==> config.mk <==
export PLATFORM = sky130hd
export DESIGN_NAME = seg7_scan_ctrl_flat
export DESIGN_NICKNAME = d
export VERILOG_FILES = /design/src/rtl/seg7_scan_if.sv /design/src/rtl/seg7_scan_ctrl.sv /design/src/flat_wrapper.sv
export SDC_FILE = /design/constraint.sdc
export NUM_CORES = 1
export LEC_CHECK = 0
export CAP_MARGIN = 10
export CORE_MARGIN = 2
export CORE_UTILIZATION = 55
export CTS_CLUSTER_DIAMETER = 30
export DETAILED_ROUTE_END_ITERATION = 8
export DONT_BUFFER_PORTS = 1
export GPL_ROUTABILITY_DRIVEN = 0
export PLACE_DENSITY = 0.81
export SYNTH_ARGS = -nofsm -noshare
export SYNTH_HDL_FRONTEND = slang
export SYNTH_SLANG_ARGS = --single-unit
==> constraint.sdc <==
create_clock -name clk -period 11.5 [get_ports clk]
set_input_delay 2.3 -clock clk [delete_from_list [all_inputs] [get_ports clk]]
set_output_delay 2.3 -clock clk [all_outputs]
set_load 0.02 [all_outputs]
==> src/rtl/seg7_scan_if.sv <==
// seg7_scan_if: display-register side and pin side of the scanner.
// master owns the display data, slave owns the pin outputs.
interface seg7_scan_if #(
  parameter int NUM_DIGITS = 8,
  parameter int PWM_BITS   = 4
);
  localparam int DW = (NUM_DIGITS > 1) ? $clog2(NUM_DIGITS) : 1;

  logic                    load_i;
  logic [4*NUM_DIGITS-1:0] data_i;
  logic [7*NUM_DIGITS-1:0] raw_i;
  logic [NUM_DIGITS-1:0]   raw_sel_i;
  logic [NUM_DIGITS-1:0]   dp_i;
  logic [NUM_DIGITS-1:0]   blank_i;
  logic [PWM_BITS-1:0]     bright_i;
  logic [7:0]              seg_o;
  logic [NUM_DIGITS-1:0]   an_o;
  logic [DW-1:0]           digit_o;
  logic                    frame_tick_o;

  modport master (
    output load_i, data_i, raw_i, raw_sel_i,
    output dp_i, blank_i, bright_i,
    input  seg_o, an_o, digit_o, frame_tick_o
  );

  modport slave (
    input  load_i, data_i, raw_i, raw_sel_i,
    input  dp_i, blank_i, bright_i,
    output seg_o, an_o, digit_o, frame_tick_o
  );
endinterface

==> src/rtl/seg7_scan_ctrl.sv <==
// seg7_scan_ctrl: multiplexed 7-segment scanner with PWM
// brightness, dead time and frame-synchronous data updates.
module seg7_scan_ctrl #(
  parameter int NUM_DIGITS     = 8,
  parameter int SCAN_DIV       = 200000,
  parameter int PWM_BITS       = 4,
  parameter int SEG_ACTIVE_LOW = 1,
  parameter int AN_ACTIVE_LOW  = 1
) (
  input  logic        clk,
  input  logic        rst,
  seg7_scan_if.slave  bus
);

  localparam int DW = (NUM_DIGITS > 1) ? $clog2(NUM_DIGITS) : 1;
  localparam int SW = (SCAN_DIV > 2) ? $clog2(SCAN_DIV) : 1;

  localparam logic [SW-1:0] SLOT_LAST = SW'(SCAN_DIV - 1);
  localparam logic [DW-1:0] DIG_LAST  = DW'(NUM_DIGITS - 1);

  localparam logic [7:0] SEG_INV =
    (SEG_ACTIVE_LOW != 0) ? 8'hFF : 8'h00;
  localparam logic [NUM_DIGITS-1:0] AN_INV =
    (AN_ACTIVE_LOW != 0) ? {NUM_DIGITS{1'b1}} : '0;

  generate
    if (SCAN_DIV < 2) begin : g_bad_div
      $error("seg7_scan_ctrl: SCAN_DIV must be >= 2");
    end
    if (NUM_DIGITS < 1 || NUM_DIGITS > 16) begin : g_bad_n
      $error("seg7_scan_ctrl: NUM_DIGITS must be 1..16");
    end
  endgenerate

  // scan and pwm counters
  logic [SW-1:0]       slot_cnt;
  logic [DW-1:0]       digit_cnt;
  logic [PWM_BITS-1:0] pwm_cnt;

  // shadow set, written by load_i
  logic [4*NUM_DIGITS-1:0] sh_data;
  logic [7*NUM_DIGITS-1:0] sh_raw;
  logic [NUM_DIGITS-1:0]   sh_rsel;
  logic [NUM_DIGITS-1:0]   sh_dp;
  logic [NUM_DIGITS-1:0]   sh_blank;
  logic [PWM_BITS-1:0]     sh_bright;

  // active set, what the display actually shows
  logic [4*NUM_DIGITS-1:0] act_data;
  logic [7*NUM_DIGITS-1:0] act_raw;
  logic [NUM_DIGITS-1:0]   act_rsel;
  logic [NUM_DIGITS-1:0]   act_dp;
  logic [NUM_DIGITS-1:0]   act_blank;
  logic [PWM_BITS-1:0]     act_bright;

  // registered outputs
  logic [7:0]            seg_q;
  logic [NUM_DIGITS-1:0] an_q;
  logic [DW-1:0]         digit_q;
  logic                  tick_q;

  logic                  slot_wrap;
  logic                  frame_wrap;
  logic [3:0]            cur_nib;
  logic [6:0]            cur_raw;
  logic                  cur_rsel;
  logic                  cur_dp;
  logic                  cur_blank;
  logic [7:0]            cur_seg;
  logic                  pwm_on;
  logic                  an_en;
  logic [NUM_DIGITS-1:0] onehot;

  function automatic logic [6:0] hex7(input logic [3:0] v);
    case (v)
      4'h0:    hex7 = 7'h7E;
      4'h1:    hex7 = 7'h30;
      4'h2:    hex7 = 7'h6D;
      4'h3:    hex7 = 7'h79;
      4'h4:    hex7 = 7'h33;
      4'h5:    hex7 = 7'h5B;
      4'h6:    hex7 = 7'h5F;
      4'h7:    hex7 = 7'h70;
      4'h8:    hex7 = 7'h7F;
      4'h9:    hex7 = 7'h7B;
      4'hA:    hex7 = 7'h77;
      4'hB:    hex7 = 7'h1F;
      4'hC:    hex7 = 7'h4E;
      4'hD:    hex7 = 7'h3D;
      4'hE:    hex7 = 7'h4F;
      default: hex7 = 7'h47;
    endcase
  endfunction

  assign slot_wrap  = (slot_cnt == SLOT_LAST);
  assign frame_wrap = slot_wrap && (digit_cnt == DIG_LAST);

  // slot, digit and pwm counters
  always_ff @(posedge clk or posedge rst) begin
    if (rst) begin
      slot_cnt  <= '0;
      digit_cnt <= '0;
      pwm_cnt   <= '0;
    end else begin
      pwm_cnt <= pwm_cnt + PWM_BITS'(1);
      if (slot_wrap) begin
        slot_cnt <= '0;
        if (digit_cnt == DIG_LAST) begin
          digit_cnt <= '0;
        end else begin
          digit_cnt <= digit_cnt + DW'(1);
        end
      end else begin
        slot_cnt <= slot_cnt + SW'(1);
      end
    end
  end

  // shadow capture on load_i
  always_ff @(posedge clk or posedge rst) begin
    if (rst) begin
      sh_data   <= '0;
      sh_raw    <= '0;
      sh_rsel   <= '0;
      sh_dp     <= '0;
      sh_blank  <= '0;
      sh_bright <= '0;
    end else if (bus.load_i) begin
      sh_data   <= bus.data_i;
      sh_raw    <= bus.raw_i;
      sh_rsel   <= bus.raw_sel_i;
      sh_dp     <= bus.dp_i;
      sh_blank  <= bus.blank_i;
      sh_bright <= bus.bright_i;
    end
  end

  // active set follows the pre-load shadow at frame wrap
  always_ff @(posedge clk or posedge rst) begin
    if (rst) begin
      act_data   <= '0;
      act_raw    <= '0;
      act_rsel   <= '0;
      act_dp     <= '0;
      act_blank  <= '0;
      act_bright <= '0;
    end else if (frame_wrap) begin
      act_data   <= sh_data;
      act_raw    <= sh_raw;
      act_rsel   <= sh_rsel;
      act_dp     <= sh_dp;
      act_blank  <= sh_blank;
      act_bright <= sh_bright;
    end
  end

  // pick the fields of the digit being scanned
  always_comb begin
    cur_nib   = '0;
    cur_raw   = '0;
    cur_rsel  = 1'b0;
    cur_dp    = 1'b0;
    cur_blank = 1'b0;
    for (int k = 0; k < NUM_DIGITS; k++) begin
      if (digit_cnt == DW'(k)) begin
        cur_nib   = act_data[4*k +: 4];
        cur_raw   = act_raw[7*k +: 7];
        cur_rsel  = act_rsel[k];
        cur_dp    = act_dp[k];
        cur_blank = act_blank[k];
      end
    end
  end

  // pattern, brightness gate and anode enable
  always_comb begin
    cur_seg = {cur_dp, cur_rsel ? cur_raw : hex7(cur_nib)};
    pwm_on  = (&act_bright) || (pwm_cnt < act_bright);
    an_en   = (slot_cnt != '0) && pwm_on && !cur_blank;
    onehot  = NUM_DIGITS'(1) << digit_cnt;
  end

  // output register, polarity applied here last
  always_ff @(posedge clk or posedge rst) begin
    if (rst) begin
      seg_q   <= SEG_INV;
      an_q    <= AN_INV;
      digit_q <= '0;
      tick_q  <= 1'b0;
    end else begin
      seg_q   <= (an_en ? cur_seg : 8'h00) ^ SEG_INV;
      an_q    <= (an_en ? onehot : '0) ^ AN_INV;
      digit_q <= digit_cnt;
      tick_q  <= frame_wrap;
    end
  end

  assign bus.seg_o        = seg_q;
  assign bus.an_o         = an_q;
  assign bus.digit_o      = digit_q;
  assign bus.frame_tick_o = tick_q;

endmodule

==> src/flat_wrapper.sv <==
// flat-port wrapper written by rule: the top's interface ports become plain ports
module seg7_scan_ctrl_flat 
#(
  parameter int NUM_DIGITS     = 8,
  parameter int SCAN_DIV       = 200000,
  parameter int PWM_BITS       = 4,
  parameter int SEG_ACTIVE_LOW = 1,
  parameter int AN_ACTIVE_LOW  = 1
)
  (clk, rst, bus_load_i, bus_data_i, bus_raw_i, bus_raw_sel_i, bus_dp_i, bus_blank_i, bus_bright_i, bus_seg_o, bus_an_o, bus_digit_o, bus_frame_tick_o);
  seg7_scan_if #(.NUM_DIGITS(NUM_DIGITS), .PWM_BITS(PWM_BITS)) bus_i ();
  input  logic clk;
  input  logic rst;
  input wire logic [$bits(bus_i.load_i)-1:0] bus_load_i;
  input wire logic [$bits(bus_i.data_i)-1:0] bus_data_i;
  input wire logic [$bits(bus_i.raw_i)-1:0] bus_raw_i;
  input wire logic [$bits(bus_i.raw_sel_i)-1:0] bus_raw_sel_i;
  input wire logic [$bits(bus_i.dp_i)-1:0] bus_dp_i;
  input wire logic [$bits(bus_i.blank_i)-1:0] bus_blank_i;
  input wire logic [$bits(bus_i.bright_i)-1:0] bus_bright_i;
  output wire logic [$bits(bus_i.seg_o)-1:0] bus_seg_o;
  output wire logic [$bits(bus_i.an_o)-1:0] bus_an_o;
  output wire logic [$bits(bus_i.digit_o)-1:0] bus_digit_o;
  output wire logic [$bits(bus_i.frame_tick_o)-1:0] bus_frame_tick_o;
  assign bus_i.load_i = bus_load_i;
  assign bus_i.data_i = bus_data_i;
  assign bus_i.raw_i = bus_raw_i;
  assign bus_i.raw_sel_i = bus_raw_sel_i;
  assign bus_i.dp_i = bus_dp_i;
  assign bus_i.blank_i = bus_blank_i;
  assign bus_i.bright_i = bus_bright_i;
  assign bus_seg_o = bus_i.seg_o;
  assign bus_an_o = bus_i.an_o;
  assign bus_digit_o = bus_i.digit_o;
  assign bus_frame_tick_o = bus_i.frame_tick_o;
  seg7_scan_ctrl #(.NUM_DIGITS(NUM_DIGITS), .SCAN_DIV(SCAN_DIV), .PWM_BITS(PWM_BITS), .SEG_ACTIVE_LOW(SEG_ACTIVE_LOW), .AN_ACTIVE_LOW(AN_ACTIVE_LOW)) u_core (.clk(clk), .rst(rst), .bus(bus_i));
endmodule
==> flow_summary.ini, run 1 <==
[run_status]
outcome = completed

[setup_path]
critical_path_class = in -> async
startpoint_type = input pin
reg2regPathDepth = 12
critical_path_endpoint_category = async pin
path_max_fanout = 126
worst_ep_arrival_time_ns = 4.65
worst-endpoint-required_ns = 12.02

[grt]
first_pass_grt_wire_length_um = 44600
number_of_antenna_violations_at_the_first_check_in_global_routing = 1
grt.overflow.total = 0
first_global_vias = 8080
pin_count_of_the_biggest_net_entering_global_routing = 127
grt.total_usage = 0.241

[sta]
finalHoldWorstSlack_ns = 0.471
final.min_clock_period_ns = 4.13
finalCritPeriodShare = 0.359
setup_viol = 0
report.final.slew_viol_count = 0
final_layout_setup_total_negative_slack_ns = 0
rsz0062_at_grt = false
worst_slew_pin_slew_ns = 1.13
achievable-frequency_ghz = 0.242
skew_ns = 0.0416
timing.final.hold_violations = 0
max-slew-margin-rel = 0.245

[route]
antenna_violating_nets_post_route = 0
postRouteWirelength_um = 27500
route.vias.total = 7550
vias_per_cell = 5.98
detail_route.drc_violations = 0
drt_first_pass_iters = 5
drt-initial-drc-count = 595
route.detailed.wl_per_inst_um = 21.8

[finish]
post-route-util = 0.651
most-common-layout-cells = sky130_fd_sc_hd__dfrtp_1 (261), sky130_fd_sc_hd__mux2_2 (127), sky130_fd_sc_hd__mux2_1 (90)
area_growth_pct = 16.7
total_area_of_multi_input_combinational_cells_mm2 = 0.00471
final_net_count = 1075
fillCellCount = 1494
storage_element_area_mm2 = 0.00695
drive_above_1_share = 0.260
mostFrequentLayoutCell = sky130_fd_sc_hd__dfrtp_1

[clock_tree]
clock_sink_count = 277
hold_buffer_count_at_cts = 0
clock_tree_from_tritoncts = built
numCtsBuffers = 52
clk_path_buf_depth = 3
clock_transition_time_at_the_flip_flop_clock_pins_of_the_worst_setup_and_hold_paths_ns = 0.05
cts.repair_timing.setup_buffer_count = 0
clkLatencyLatePin_ns = 0.57
htree_levels = 2
cts-resized-gates = 0
cts_root_buf = sky130_fd_sc_hd__clkbuf_16

[min_path]
min-delay-path-class = reg -> reg
hold-path-cell-count = 1

[logic_synthesis]
synth_edf_count = 0
synth_cell_type_count = 63
compound_cell_area_share_of_the_yosys_netlist = 0.0800
yosysSeqAreaShare = 0.575
synth-xor-area-share = 0.0130
synth_cell_area_mm2 = 0.0121
synth.avg_cell_area_um2 = 13.0
yosys_warnings = 0
combinational_family_with_the_most_area_after_synthesis = multiplexers
postSynth.asyncResetShare = 1.00
synthSimpleGateAreaFrac = 0.0721
synthesis.instances = 934
muxShareOfSynthArea = 0.205
synthFlopType = sky130_fd_sc_hd__dfrtp_1
synth-adder-area-share = 0.0186
ys_ff_latch = 277
syn-num-nets = 1071

[pwr]
power_density_mw_per_mm2 = 195
cellLeakagePower_nw = 6.50
vdd.ir_drop.worst_uv = 128

[die]
floorplan.io_pins = 139
initial_core_util = 0.558
number_of_placement_rows = 54
core_region_area_mm2 = 0.0217
height_of_the_die_um = 152
die_w_um = 152
floorplan_die_area_mm2 = 0.0232

[place]
placement.io_buffers = 0
dp_hpwl_um = 17300

[flow_run]
max-cap-violations = 0
-- state kept, by name, indices dropped and copies added, names as in the netlist, 8 cells and up --
signal / cells
u_core.sh_data: 32
u_core.act_data: 32
u_core.sh_blank: 8
u_core.act_blank: 8
u_core.slot_cnt: 18
u_core.bus.an_o: 8
u_core.act_dp: 8
u_core.sh_dp: 8
u_core.act_raw: 56
u_core.bus.seg_o: 8
u_core.sh_raw: 56
u_core.act_rsel: 8
u_core.sh_rsel: 8
-- power by group --
| part | switching, mW | internal [mW] |
|---|---|---|
| sequential | 0.0252 | 1.02 |
| clock | 0.529 | 1.11 |
| combinational | 0.0287 | 0.0372 |
| total | 0.583 | 2.16 |
-- layer usage --
layer | global-route usage | share of wire | up-vias
met5 | 0 | 0 | -
li1 | - | - | 3356
met4 | 0.102 | 0.037 | 0
met3 | 0.0560 | 0.067 | 74
met2 | 0.397 | 0.49 | 310
met1 | 0.310 | 0.40 | 3810
-- synthesized netlist by cell type, drive strengths merged, types with 15 or more instances --
cell	n	area [um^2]
buf	27	219
o211ai	15	113
a21oi	33	165
nand3	17	97.6
o21ai	37	185
ha	18	225
nor2	29	109
mux2	218	2460
inv	31	116
nand2	66	250
dfrtp	261	6530
clkbuf	29	109
dfstp	16	420
-- cells by family after synthesis --
logic type / after synthesis
adders and majority gates: 18
DFF: 277
buffers and inverters: 87
muxes: 220
xor gates and xnor gates: 18
AOI/OAI and AO/OA: 142
and+or+nand+nor: 172
-- worst paths after layout --
path	from	end	slack [ns]
max in group clk	u_core.digit_cnt[2]	u_core.bus.seg_o[2]	7.68
min in group asynchronous	rst	u_core.sh_data[4]	1.77
setup / recovery	rst	u_core.slot_cnt[5]	7.37
hold reg to reg	u_core.pwm_cnt[0]	u_core.pwm_cnt[0]	0.47
hold / removal	u_core.pwm_cnt[0]	u_core.pwm_cnt[0]	0.47
setup reg to reg	u_core.digit_cnt[2]	u_core.bus.seg_o[2]	7.68
-- through the flow --
stage | instances | area, um^2 | total power, mW | setup WS, ns
final | 1263 | 14100 | 2.75 | 7.37
after global placement | 1164 | 12200 | 1.12 | 6.66
after detailed placement | 1164 | 12200 | 1.13 | 6.62
after floorplan | 934 | 12100 | 1.11 | 1.59
after global routing | 1263 | 14100 | 2.84 | 6.84
after CTS | 1262 | 14100 | 2.77 | 7.19
-- worst max-delay path: stages --
cell and delay (ns):
sky130_fd_sc_hd__inv_8 0.51, sky130_fd_sc_hd__buf_4 0.83, sky130_fd_sc_hd__buf_4 0.89
-- area by class of cell --
| class | instances | share of cell area |
|---|---|---|
| multi-input combinational | 570 | 0.334 |
| tap | 280 | 0.0248 |
| antenna | 1 | 0.000177 |
| sequential | 277 | 0.492 |
| inverter | 31 | 0.00877 |
| timing repair buffer | 6 | 0.00319 |
| clock inverter | 35 | 0.0371 |
| clock buffer | 63 | 0.100 |
Note: power is estimated with default switching activity, not from simulation.
==> inputs of run 2 (changes only) <==
- clock period: 11.5 -> 3.9 ns (I/O delays scaled with it)
==> run 2 against run 1 <==
Compared with the run above:
- cell area is 0.21% higher
- first-iteration DRC count is 28% higher
- clock skew is 0.015 ns lower
- routed wire length is 0.29% lower
- critical endpoint is now u_core.bus.seg_o[2]
- critical path depth is 9 higher
- largest cell class unchanged
- power grew to 2.9 times the previous value
- die area stayed put
- non-clock buffer count is 9 higher
- core utilization is 0.14 points higher
- sequential share of layout area is 0.10 points lower
- sequential power grew to 3.0 times the previous value
==> flow_summary.ini, run 2 (same netlist as run 1, synthesis figures left out) <==
[grt]
grt.overflow.total = 0
number_of_antenna_violations_at_the_first_check_in_global_routing = 1
pin_count_of_the_biggest_net_entering_global_routing = 117
first_pass_grt_wire_length_um = 44100
first_global_vias = 7962
grt.total_usage = 0.239

[clock_tree]
clock_tree_from_tritoncts = built
clock_sink_count = 277
clock_transition_time_at_the_flip_flop_clock_pins_of_the_worst_setup_and_hold_paths_ns = 0.05
hold_buffer_count_at_cts = 0
clk_path_buf_depth = 3
htree_levels = 2
cts_root_buf = sky130_fd_sc_hd__clkbuf_16
clkLatencyLatePin_ns = 0.55
numCtsBuffers = 51
cts-resized-gates = 0
cts.repair_timing.setup_buffer_count = 0

[finish]
mostFrequentLayoutCell = sky130_fd_sc_hd__dfrtp_1
n_antenna_cell = 0
most-common-layout-cells = sky130_fd_sc_hd__dfrtp_1 (261), sky130_fd_sc_hd__mux2_2 (127), sky130_fd_sc_hd__mux2_1 (90)
post-route-util = 0.652
layout_top_registers = u_core.act_raw (56), u_core.sh_raw (56)
final_net_count = 1083
fillCellCount = 1486
drive_above_1_share = 0.260
area_growth_pct = 17.0

[pwr]
cellLeakagePower_nw = 6.51
p_seq_frac = 0.386
netSwitchingPower_mw = 1.62
p_int_mw = 6.35
clock_power_share = 0.589
power_density_mw_per_mm2 = 563
comb_power_share = 0.025
vdd.ir_drop.worst_uv = 442
p_sw_frac = 0.203

[setup_path]
cp_common_cell = sky130_fd_sc_hd__inv_1
worst_ep_arrival_time_ns = 3.89
critical-path-max-stage-delay_ns = 0.74
path_max_fanout = 21
timing.critical_path.slowest_stage_cell = sky130_fd_sc_hd__ha_1
worst-endpoint-required_ns = 4.30
critical_path_class = reg -> reg
critical_path_endpoint_category = flip-flop
cell_chain_of_the_critical_path = inv_1 -> ha_1 -> nand2_1 -> o21a_1 -> o211ai_1 -> and2_1 -> inv_1 -> ha_1 -> inv_1 -> a21oi_1 -> a22oi_1 -> o211ai_1
startpoint_type = flip-flop

[route]
vias_per_cell = 6.00
detail_route.drc_violations = 0
route.detailed.wl_per_inst_um = 21.6
antenna_violating_nets_post_route = 0
postRouteWirelength_um = 27400
drt_first_pass_iters = 7
route.vias.total = 7602
drt-initial-drc-count = 762

[sta]
rsz0062_at_grt = false
timing.final.ws_setup_ns = 0.414
final.min_clock_period_ns = 3.49
timing.final.hold_violations = 0
report.final.slew_viol_count = 0
achievable-frequency_ghz = 0.287
setup_viol = 0
finalCritPeriodShare = 0.894
skew_ns = 0.0267
max-slew-margin-rel = 0.363
worst_slew_pin_slew_ns = 0.953
finalHoldWorstSlack_ns = 0.175

[die]
floorplan_die_area_mm2 = 0.0232
number_of_placement_rows = 54
core_region_area_mm2 = 0.0217
initial_core_util = 0.558
floorplan.io_pins = 139
height_of_the_die_um = 152
die_w_um = 152

[min_path]
min-delay-path-class = in -> async

[place]
dp_hpwl_um = 17900
pre_cts_slack_ns = 0.593
placement.io_buffers = 0

[run_status]
outcome = completed

[flow_run]
max-cap-violations = 0
## run 2: critical path, delay by kind of cell, from the launching register on
kind            cells  cell delay, ns
flops               1            0.41
compound gates      5            0.80
buf+inv             3            0.35
fa+ha+maj           2            0.97
simple gates        2            0.82
## run 2: area by class of cell
class,instances,area (um^2),share of cell area
Inverter,31,120,0.00849
Multi-Input combinational cell,570,4710,0.333
Timing Repair Buffer,15,163,0.0115
Clock inverter,31,480,0.0340
Sequential cell,277,6950,0.491
Clock buffer,64,1380,0.0973
Tap cell,280,350,0.0248
## run 2: metrics by stage
stage,power (mW),setup TNS (ns),cell area (um^2),std cells
6_report,7.97,0,14200,1268
5_1_grt,8.21,0,14200,1268
4_1_cts,8.03,0,14200,1268
3_5_place_dp,3.32,0,12300,1173
3_3_place_gp,3.31,0,12300,1173
2_1_floorplan,3.27,-138.93,12100,934
## run 2: power groups by stage
stage / registers, mW / clock network [mW] / logic, mW
2_1_floorplan: 3.08 / 0 / 0.188
3_3_place_gp: 3.12 / 0 / 0.195
3_5_place_dp: 3.12 / 0 / 0.201
4_1_cts: 3.08 / 4.74 / 0.205
5_1_grt: 3.09 / 4.90 / 0.223
6_report: 3.08 / 4.69 / 0.199
## run 2: path summary, 6_finish.rpt
path,from,end,slack [ns],cells after the start
worst max-delay path,u_core.digit_cnt[0],u_core.bus.seg_o[2],0.41,12
worst min register to register,u_core.digit_cnt[1],u_core.bus.digit_o[1],0.44,0
worst max register to register,u_core.digit_cnt[0],u_core.bus.seg_o[2],0.41,12
min in group clk,bus_data_i[19],u_core.sh_data[19],0.38,1
max in group asynchronous,rst,u_core.act_raw[29],2.88,2
worst min-delay path,rst,u_core.act_data[26],0.18,1
## run 2: per-layer routing
metal  part of all wire  track usage  vias up
met3              0.075       0.0606       92
met1               0.41        0.311     3793
met4              0.042        0.105        2
met5            0.00040            0        -
met2               0.47        0.382      346
li1                   -            -     3369
==> inputs of run 3 (changes only) <==
- GPL_TIMING_DRIVEN: not set -> 0
==> run 3 against run 2 <==
Compared with the run above:
- via count increased by 4.2%
- largest cell class unchanged
- worst setup slack got worse by 0.13 ns
- core utilization increased by 0.63 points
- sequential share of layout area decreased by 0.47 points
- die area unchanged
- non-clock buffer count increased by 47
- critical endpoint is now u_core.bus.seg_o[6]
- flip-flop and latch count unchanged
- first-iteration DRC count decreased by 16%
- sequential power about the same
- cell count increased by 3.2%
==> flow_summary.ini, run 3 (same netlist as run 1, synthesis figures left out) <==
[run_status]
outcome = completed

[finish]
layout_top_registers = u_core.act_raw (56), u_core.sh_raw (56)
area_growth_pct = 18.1
mostFrequentLayoutCell = sky130_fd_sc_hd__dfrtp_1
storage_element_area_mm2 = 0.00695
most-common-layout-cells = sky130_fd_sc_hd__dfrtp_1 (261), sky130_fd_sc_hd__mux2_2 (127), sky130_fd_sc_hd__mux2_1 (90)
drive_above_1_share = 0.265
fillCellCount = 1460
total_area_of_multi_input_combinational_cells_mm2 = 0.00470
final_net_count = 1125

[setup_path]
cp_common_cell = sky130_fd_sc_hd__inv_1
critPathBufInv = 5
worst-endpoint-required_ns = 4.36
timing.critical_path.slowest_stage_cell = sky130_fd_sc_hd__nor2_1
worst_ep_arrival_time_ns = 4.08
cell_chain_of_the_critical_path = buf_6 -> inv_1 -> ha_1 -> clkbuf_2 -> nor2_1 -> nand2_1 -> o221ai_1 -> a221o_1 -> inv_1 -> ha_1 -> inv_1 -> a21oi_1 -> o211ai_1 -> o221ai_1
crit-reg2reg-capture = u_core.bus.seg_o[6]
critPathTopFamily = compound AO/OA/AOI/OAI gates
r2r_setup_slack_ns = 0.28
regToRegStartpoint = u_core.digit_cnt[2]
wp_depth = 14
critical_path_endpoint_category = flip-flop
critical-path-max-stage-delay_ns = 0.56
path_max_fanout = 11
startpoint_type = flip-flop
reg2regPathDepth = 14
critical_path_class = reg -> reg

[sta]
achievable-frequency_ghz = 0.276
final.min_clock_period_ns = 3.62
setup_viol = 0
max-slew-margin-rel = 0.541
timing.final.hold_violations = 0
worst_slew_pin_slew_ns = 0.689
report.final.slew_viol_count = 0
rsz0062_at_grt = false
finalCritPeriodShare = 0.928
skew_ns = 0.0411
final_layout_setup_total_negative_slack_ns = 0
finalHoldWorstSlack_ns = 0.105

[die]
number_of_placement_rows = 54
die_w_um = 152
floorplan.io_pins = 139
core_region_area_mm2 = 0.0217
floorplan_die_area_mm2 = 0.0232
height_of_the_die_um = 152
initial_core_util = 0.558

[route]
antenna_violating_nets_post_route = 0
postRouteWirelength_um = 30000
vias_per_cell = 6.05
detail_route.drc_violations = 0
drt_first_pass_iters = 6
route.detailed.wl_per_inst_um = 22.9
route.vias.total = 7918
drt-initial-drc-count = 641

[grt]
grt.overflow.total = 0
number_of_antenna_violations_at_the_first_check_in_global_routing = 2
first_global_vias = 8408
first_pass_grt_wire_length_um = 47000
grt.total_usage = 0.260
pin_count_of_the_biggest_net_entering_global_routing = 46

[clock_tree]
clk_path_buf_depth = 3
cts_root_buf = sky130_fd_sc_hd__clkbuf_16
clkLatencyLatePin_ns = 0.56
htree_levels = 2
clock_tree_from_tritoncts = built
hold_buffer_count_at_cts = 0
cts.repair_timing.setup_buffer_count = 0
clock_transition_time_at_the_flip_flop_clock_pins_of_the_worst_setup_and_hold_paths_ns = 0.05
clock_sink_count = 277
numCtsBuffers = 46

[pwr]
power_density_mw_per_mm2 = 539
vdd.ir_drop.worst_uv = 437
cellLeakagePower_nw = 6.60

[min_path]
min-delay-path-class = in -> async

[flow_run]
max-cap-violations = 0

[place]
dp_hpwl_um = 20400
placement.io_buffers = 0
[run 3: changes by cell type in the layout (fill, tap and decap cells not counted), moves of 2 or more]
cell,previous run,this run
sky130_fd_sc_hd__buf_2,0,13
sky130_fd_sc_hd__buf_4,11,1
sky130_fd_sc_hd__bufinv_16,11,9
sky130_fd_sc_hd__buf_12,4,7
sky130_fd_sc_hd__clkbuf_2,0,2
sky130_fd_sc_hd__clkbuf_8,3,5
sky130_fd_sc_hd__diode_2,0,2
sky130_fd_sc_hd__clkbuf_1,9,31
sky130_fd_sc_hd__clkinv_2,6,8
sky130_fd_sc_hd__buf_6,0,13
sky130_fd_sc_hd__clkbuf_16,52,47
sky130_fd_sc_hd__clkinvlp_4,9,4
[run 3: worst max-delay path by stage]
| stage | slack (ns) | to | start |
|---|---|---|---|
| 6_report | 0.28 | u_core.bus.seg_o[6] | u_core.digit_cnt[2] |
| 3_5_place_dp | -0.03 | u_core.bus.seg_o[2] | u_core.digit_cnt[2] |
| 5_1_grt | 0.08 | u_core.bus.seg_o[6] | u_core.digit_cnt[2] |
| 2_1_floorplan | -0.53 | u_core.act_blank[0] | rst |
| 4_1_cts | 0.08 | u_core.bus.seg_o[4] | u_core.digit_cnt[2] |
| 3_3_place_gp | -1.86 | u_core.sh_raw[38] | rst |
[run 3: routing by layer]
layer	up-vias	GRT usage	routed length, um
li1	3441	-	-
met1	3982	0.324	11600
met2	385	0.430	14600
met3	110	0.0668	2630
met4	0	0.118	1190
met5	-	0	0
[run 3: timing repair]
| action | CTS | global route |
|---|---|---|
| setup endpoints to repair | 2 | 6 |
| pin swaps | 0 | 0 |
| resized for setup | 1 | 2 |
[run 3: power by group]
part,leakage [nW],internal (mW),switching (mW)
clock network,0.826,2.92,1.46
registers,3.53,3.00,0.0781
logic,2.24,0.125,0.113
total,6.60,6.04,1.65
[run 3: worst register-to-register path, cell delays in order, from the launching register on]
cell	delay, ns
sky130_fd_sc_hd__dfrtp_1	0.45
sky130_fd_sc_hd__buf_6	0.18
sky130_fd_sc_hd__inv_1	0.23
sky130_fd_sc_hd__ha_1	0.32
sky130_fd_sc_hd__clkbuf_2	0.23
sky130_fd_sc_hd__nor2_1	0.56
sky130_fd_sc_hd__nand2_1	0.11
sky130_fd_sc_hd__o221ai_1	0.28
sky130_fd_sc_hd__a221o_1	0.30
sky130_fd_sc_hd__inv_1	0.15
sky130_fd_sc_hd__ha_1	0.22
sky130_fd_sc_hd__inv_1	0.09
sky130_fd_sc_hd__a21oi_1	0.05
sky130_fd_sc_hd__o211ai_1	0.22
sky130_fd_sc_hd__o221ai_1	0.17
[run 3: layout make-up]
| class | count | share of cell area |
|---|---|---|
| repair buffers | 7 | 0.00981 |
| inverters | 31 | 0.00841 |
| multi-input cells | 570 | 0.329 |
| well taps | 280 | 0.0245 |
| clock inverters | 29 | 0.0300 |
| clock buffers | 57 | 0.0884 |
| flip-flops and latches | 277 | 0.487 |
| plain buffers | 55 | 0.0229 |
| diodes | 2 | 0.000350 |
[run 3: per-stage QoR]
stage	worst slack (ns)	cell area [um^2]	power (mW)	util	std cells
after floorplan	-0.532	12100	3.27	-	934
after global placement	-1.86	12500	3.33	0.574	1214
after detailed placement	-0.0321	12600	3.36	0.581	1221
after CTS	0.0770	14300	7.74	0.659	1307
after global routing	0.0829	14300	7.90	0.659	1307
final	0.280	14300	7.69	0.659	1308
